**src/rtl/bridge_plant.sv**
```systemverilog
// bridge_plant: bascule bridge plant model with deck travel, boat and car FSMs, fault and alarm monitors.
// Ports: Clock, Reset (sync, active-low); MT raise/lower, AL alarm, TFL traffic light,
// boat_req/car_req/fault_inj pulses in; S1 down, S2 fault, S3 up, S4 car on deck,
// S5 boat waiting, S6 boat passing, err_noalarm out. All outputs are flops.
module bridge_plant #(
  parameter int TRAVEL    = 8,
  parameter int BOAT_PASS = 4,
  parameter int CAR_CROSS = 3
) (
  input  logic Clock,
  input  logic Reset,
  input  logic MT,
  input  logic AL,
  input  logic TFL,
  input  logic boat_req,
  input  logic car_req,
  input  logic fault_inj,
  output logic S1,
  output logic S2,
  output logic S3,
  output logic S4,
  output logic S5,
  output logic S6,
  output logic err_noalarm
);
  localparam int PW = $clog2(TRAVEL + 1);
  localparam int BW = BOAT_PASS > 1 ? $clog2(BOAT_PASS) : 1;
  localparam int CW = CAR_CROSS > 1 ? $clog2(CAR_CROSS) : 1;
  localparam logic [PW-1:0] TOP = PW'(TRAVEL);
  localparam logic [BW-1:0] BLAST = BW'(BOAT_PASS - 1);
  localparam logic [CW-1:0] CLAST = CW'(CAR_CROSS - 1);
  typedef enum logic [1:0] {B_IDLE, B_WAIT, B_PASS} boat_t;
  typedef enum logic [1:0] {C_IDLE, C_WAIT, C_CROSS} car_t;
  boat_t boat_q, boat_d;
  car_t car_q, car_d;
  logic [PW-1:0] pos_q, pos_d;
  logic [BW-1:0] bcnt_q, bcnt_d;
  logic [CW-1:0] ccnt_q, ccnt_d;
  logic s1_q, s2_q, s3_q, s4_q, s5_q, s6_q, err_q, al_q;
  logic s2_d, err_d, al_d, inc;
  always_comb begin
    inc    = MT && pos_q != TOP;
    pos_d  = inc ? pos_q + 1'b1 : (!MT && pos_q != '0) ? pos_q - 1'b1 : pos_q;
    boat_d = (boat_q == B_IDLE && boat_req) ? B_WAIT :
             (boat_q == B_WAIT && s3_q) ? B_PASS :
             (boat_q == B_PASS && bcnt_q == BLAST) ? B_IDLE : boat_q;
    bcnt_d = (boat_q == B_PASS && bcnt_q != BLAST) ? bcnt_q + 1'b1 : '0;
    car_d  = (car_q == C_IDLE && car_req) ? C_WAIT :
             (car_q == C_WAIT && !TFL && pos_q == '0) ? C_CROSS :
             (car_q == C_CROSS && ccnt_q == CLAST) ? C_IDLE : car_q;
    ccnt_d = (car_q == C_CROSS && ccnt_q != CLAST) ? ccnt_q + 1'b1 : '0;
    s2_d   = s2_q | fault_inj | (car_q == C_CROSS && inc) | (boat_q == B_PASS && pos_q != TOP);
    // al_q remembers that the previous cycle already had an unanswered fault
    al_d   = s2_q & ~AL;
    err_d  = err_q | (al_q & al_d);
  end
  always_ff @(posedge Clock) begin
    if (!Reset) begin
      pos_q  <= '0;
      boat_q <= B_IDLE;
      car_q  <= C_IDLE;
      bcnt_q <= '0;
      ccnt_q <= '0;
      al_q   <= 1'b0;
      err_q  <= 1'b0;
      s1_q   <= 1'b1;
      s2_q   <= 1'b0;
      s3_q   <= 1'b0;
      s4_q   <= 1'b0;
      s5_q   <= 1'b0;
      s6_q   <= 1'b0;
    end else begin
      pos_q  <= pos_d;
      boat_q <= boat_d;
      car_q  <= car_d;
      bcnt_q <= bcnt_d;
      ccnt_q <= ccnt_d;
      al_q   <= al_d;
      err_q  <= err_d;
      s1_q   <= pos_d == '0;
      s2_q   <= s2_d;
      s3_q   <= pos_d == TOP;
      s4_q   <= car_d == C_CROSS;
      s5_q   <= boat_d == B_WAIT;
      s6_q   <= boat_d == B_PASS;
    end
  end
  assign S1 = s1_q;
  assign S2 = s2_q;
  assign S3 = s3_q;
  assign S4 = s4_q;
  assign S5 = s5_q;
  assign S6 = s6_q;
  assign err_noalarm = err_q;
endmodule

```
**config.mk**
```make
export PLATFORM = sky130hd
export DESIGN_NAME = bridge_plant
export DESIGN_NICKNAME = d
export VERILOG_FILES = /design/src/rtl/bridge_plant.sv
export SDC_FILE = /design/constraint.sdc
export NUM_CORES = 1
export LEC_CHECK = 0
export CAP_MARGIN = 20
export CORE_MARGIN = 8
export CORE_UTILIZATION = 47
export DETAILED_ROUTE_END_ITERATION = 16
export DONT_BUFFER_PORTS = 1
export GPL_TIMING_DRIVEN = 0
export SLEW_MARGIN = 20
export SYNTH_ARGS = -nofsm -noshare
export SYNTH_HDL_FRONTEND = slang
export SYNTH_SLANG_ARGS = --single-unit
```
**constraint.sdc**
```tcl
create_clock -name Clock -period 2.4 [get_ports Clock]
set_input_delay 0.24 -clock Clock [delete_from_list [all_inputs] [get_ports Clock]]
set_output_delay 0.24 -clock Clock [all_outputs]
set_load 0.005 [all_outputs]
```
# == After elaboration in Yosys (flattened, before gate mapping) ==
# Index checks and enable logic that the tools add are counted.
# Widths: inputs -> output; s select.
# op_classes
n_reduce_logical,22
n_mux,8
bitwise,7
eq_ne,13
n_addsub,4
# op_table
op,n
$logic_and 1x1->1,13
$eq 2x2->1 const B,6
$mux 2,6
$logic_not 4->1,2
$mux 4,2
$eq 2x1->1 const B,3
$add 2x1->2 const B,2
$add 4x1->4 const B,1
$eq 4x4->1 const B,1
$logic_not 2->1,2
$ne 2x2->1 const B,2
$ne 4x4->1 const B,1
$or 1x1->1,4
$reduce_and 2->1,2
$reduce_bool 4->1,1
$sub 4x1->4 const B,1
$and 1x1->1,2
$logic_not 1->1,2
$not 1->1,1
# totals
elab_cells,67
in_bits,8
out_inout_bits,7
register_bits,20

# == Depth between registers and ports, before layout ==
# depth
ltp_word,6
ltp_mapped,6
mapped_depth_nobuf,6

# == Least setup slack after synthesis ==
# Ideal clock, no wire load.
# synth_timing
kind,register -> register
startpoint,reg pos_q[0]
endpoint,reg s1_q (netlist: S1)
t_arrival_ns,1.451
setup_ns,0.130
slack_ns,0.819
path_buffers,0
period_less_slack_ns,1.581
stages_incl_launch_ff,6
path_cell_list,dfxtp_1 inv_1 ha_1 o221a_2 o21ai_1 o31ai_1
# synth_between
elab_chain_cells,5
word_cells_on_any_way,9
# synth_lines
element,line_no,rtl
start: declaration,36,"logic [PW-1:0] pos_q, pos_d;"
start signal: assignment,73,pos_q <= pos_d;
branches (longest 3 deep; another with $sub 4x1->4),--,
$mux 4 (*),43,pos_d = inc ? pos_q + 1'b1 : (!MT && pos_q != '0) ? pos_q - 1'b1 : pos_q;
$logic_not 4->1 (*),80,s1_q <= pos_d == '0;
end signal: assignment,66,s1_q <= 1'b1;
end signal: assignment,80,
end: declaration,39,"logic s1_q, s2_q, s3_q, s4_q, s5_q, s6_q, err_q, al_q;"
# Every way passes the cells marked *.
# A chain may end at the register's enable or synchronous reset.

# == Worst setup path after layout ==
# Ends and elaborated chain as after synthesis.

==> results.sh <==
export IMPL_status="finished, final reports clean"
export IMPL_insertion_delay_ns=0.29
export IMPL_layout_drive_gt1_share=0.135
export IMPL_ys_seq_area_frac=0.420
export IMPL_seqPwrFrac=0.425
export IMPL_finalClockSkew_ns=0.00215
export IMPL_cp_top_family="compound AO/OA/AOI/OAI gates"
export IMPL_worstPathCellList="inv_1 > ha_1 > nand2b_2 > o311a_1 > o21ai_1 > o31ai_1"
export IMPL_vias=730
export IMPL_num_io_pins=15
export IMPL_n_antenna_cell=0
export IMPL_core_area_um2=1940
export IMPL_cts_tree="done"
export IMPL_path_class="flip-flop to flip-flop"
export IMPL_drv_cap=0
export IMPL_nNetsFinal=124
export IMPL_start_util=0.490
export IMPL_num_fill_cells=197
export IMPL_cts_setup_buffers=0
export IMPL_min_from="Reset"
export IMPL_area_sequential_um2=400
export IMPL_worstReg2RegStart="pos_q[0]"
export IMPL_intPower_mw=0.649
export IMPL_via_per_inst=5.29
export IMPL_antenna_left=0
export IMPL_synth_edf_count=0
export IMPL_grt_pass1_vias=677
export IMPL_layout_area_overhead_vs_synth_pct=7.36
export IMPL_postSynthAreaPerCell_um2=8.90
export IMPL_hold_path_class="input port to flip-flop"
export IMPL_setup_tns_final_ns=0
export IMPL_finalSetupViolCount=0
export IMPL_min_period_over_period=0.769
export IMPL_synth_nets=119
export IMPL_critical_path_startpoint="pos_q[0]"
export IMPL_p_sw_frac=0.357
export IMPL_drt_total_wl_mm=1.81
export IMPL_fin_crit_ns=1.84
export IMPL_place_congestion=0.772
export IMPL_htree_levels=1
export IMPL_rows=16
export IMPL_die_area_um2=3720
export IMPL_hold_ws_ns=0.0123
export IMPL_postCtsHoldBufs=0
export IMPL_dr_pass1_iters=4
export IMPL_worstSetupStartpointType="flip-flop"
export IMPL_wl_per_cell_um=13.1
export IMPL_power_density_nw_per_um2=988
export IMPL_relSlewSlack=0.707
export IMPL_drc=0
export IMPL_dieWidth_um=61.0
export IMPL_slew_violations=0
export IMPL_clkPwrFrac=0.192
export IMPL_synth_warnings=0
export IMPL_hold_viol=0
export IMPL_worst_endpoint_required_ns=2.58
export IMPL_crit_buf_inv=1
export IMPL_cp_slowest_cell="dfxtp_1"
export IMPL_grt_pass1_wl_mm=3.04
export IMPL_async_reset_ff_frac=0
export IMPL_syn_inst=107
export IMPL_grt_max_degree=12
export IMPL_p_switching_mw=0.361
export IMPL_clock_fmax_mhz=542
export IMPL_total_leakage_power_nw=0.417
export IMPL_worstMarginPinSlew_ns=0.439
export IMPL_synth_area_um2=952
export IMPL_cts_sinks=20
export IMPL_synth_distinct_cells=39
export IMPL_ys_seq_elements=20
export IMPL_grt_overflow=0
export IMPL_critical_path_max_fanout=8
export IMPL_multi_input_area_um2=497
export IMPL_combPwrFrac=0.384
export IMPL_crit_arrival_ns=2.03
export IMPL_cpPeakStageDelay_ns=0.38
export IMPL_max_vdd_ir_drop_mv=0.485
export IMPL_cts_buffers=3
export IMPL_io_buffers=0
export IMPL_clk_pin_slew_ns=0.11
export IMPL_cts_path_max_buffers=2
export IMPL_drt_iter0_markers=30
export IMPL_track_usage=0.109
export IMPL_cts_root_buf="clkbuf_4"
export IMPL_antenna_found_initial=0
export IMPL_rsz0062_at_grt="no"
export IMPL_hpwlAfterDp_mm=1.36
export IMPL_cp_end_kind="flip-flop"
export IMPL_synth_ff_type="dfxtp_1"
export IMPL_chipHeight_um=61.0
export IMPL_cts_resized=0
## sequential cells by signal, summed over array words and instances, names as in the netlist, 2 cells and up
register and flops:
car_q 2, pos_q 4, boat_q 2, ccnt_q 2, bcnt_q 2
## routing by layer
layer,vias to the layer above,track usage,share of wire
li1,386,-,-
met1,327,0.143,0.50
met2,15,0.157,0.41
met3,2,0.0355,0.073
met4,0,0.0498,0.0083
met5,-,0,0
## final timing paths
check | end | slack [ns] | cells after the start
max | S1 | 0.56 | 6
min | S1 | 0.01 | 1
max reg2reg | S1 | 0.56 | 6
min reg2reg | ccnt_q[0] | 0.43 | 1
## cell usage after synthesis, types with 2 or more instances
cell type,count,area [um2]
buf_2,2,10.0
inv_1,10,37.5
and3_1,3,18.8
nand2b_1,5,31.3
ha_1,4,50.1
o221a_2,2,22.5
o21ai_0,3,15.0
xnor2_1,2,17.5
nor3_1,2,10.0
a21oi_1,4,20.0
dfxtp_1,20,400
and2_1,2,12.5
mux2_2,2,22.5
nand2_1,8,30.0
nor4_1,3,18.8
nor2_1,12,45.0
## cell type report
cell class,instances,share of cell area
well taps,27,0.0330
flip-flops and latches,20,0.392
multi-input cells,73,0.486
clock buffers,4,0.0355
plain buffers,4,0.0171
inverters,10,0.0367
## cells in the final DEF, fill, tap and decap left out, types with 2 or more instances in the layout
| master | Yosys | layout |
|---|---|---|
| inv_1 | 10 | 10 |
| nand2_1 | 8 | 8 |
| buf_2 | 2 | 2 |
| o21ai_0 | 3 | 3 |
| nor4_1 | 3 | 3 |
| nand2b_1 | 5 | 5 |
| mux2_2 | 2 | 2 |
| clkbuf_4 | 0 | 3 |
| dfxtp_1 | 20 | 20 |
| xnor2_1 | 2 | 2 |
| nor2_1 | 12 | 12 |
| a21oi_1 | 4 | 4 |
| and3_1 | 3 | 3 |
| and2_1 | 2 | 2 |
| nor3_1 | 2 | 2 |
| ha_1 | 4 | 4 |
| o221a_2 | 2 | 2 |
## worst reg2reg max path, cell delays in order (launching register included)
cell      delay, ns
dfxtp_1        0.38
inv_1          0.16
ha_1           0.34
nand2b_2       0.15
o311a_1        0.31
o21ai_1        0.27
o31ai_1        0.13
## cell families after synthesis
kind of cell | after synthesis | synth area share
AOI/OAI and AO/OA | 20 | 0.159
DFF | 20 | 0.420
adders and majority gates | 4 | 0.0526
xor gates and xnor gates | 3 | 0.0276
buffers and inverters | 14 | 0.0578
and+or+nand+nor | 44 | 0.259
muxes | 2 | 0.0237
## per-stage QoR
step / util / std cells / worst slack [ns] / area (um2) / power, mW
3_5_place_dp: 0.508 / 134 / 0.611 / 986 / 0.822
4_1_cts: 0.526 / 138 / 0.582 / 1020 / 1.02
5_1_grt: 0.526 / 138 / 0.390 / 1020 / 1.09
2_1_floorplan: - / 107 / 0.819 / 952 / 0.752
3_3_place_gp: 0.508 / 134 / 0.610 / 986 / 0.811
6_report: 0.526 / 138 / 0.555 / 1020 / 1.01
## power by group through the flow
stage               clock network [mW]  registers [mW]  logic, mW
global placement                     0           0.437      0.375
floorplan                            0           0.424      0.327
detailed placement                   0           0.438      0.384
finish                           0.194           0.429      0.387
CTS                              0.202           0.430      0.385
global route                     0.215           0.440      0.437
No activity file was read; power rests on OpenSTA's default activity.
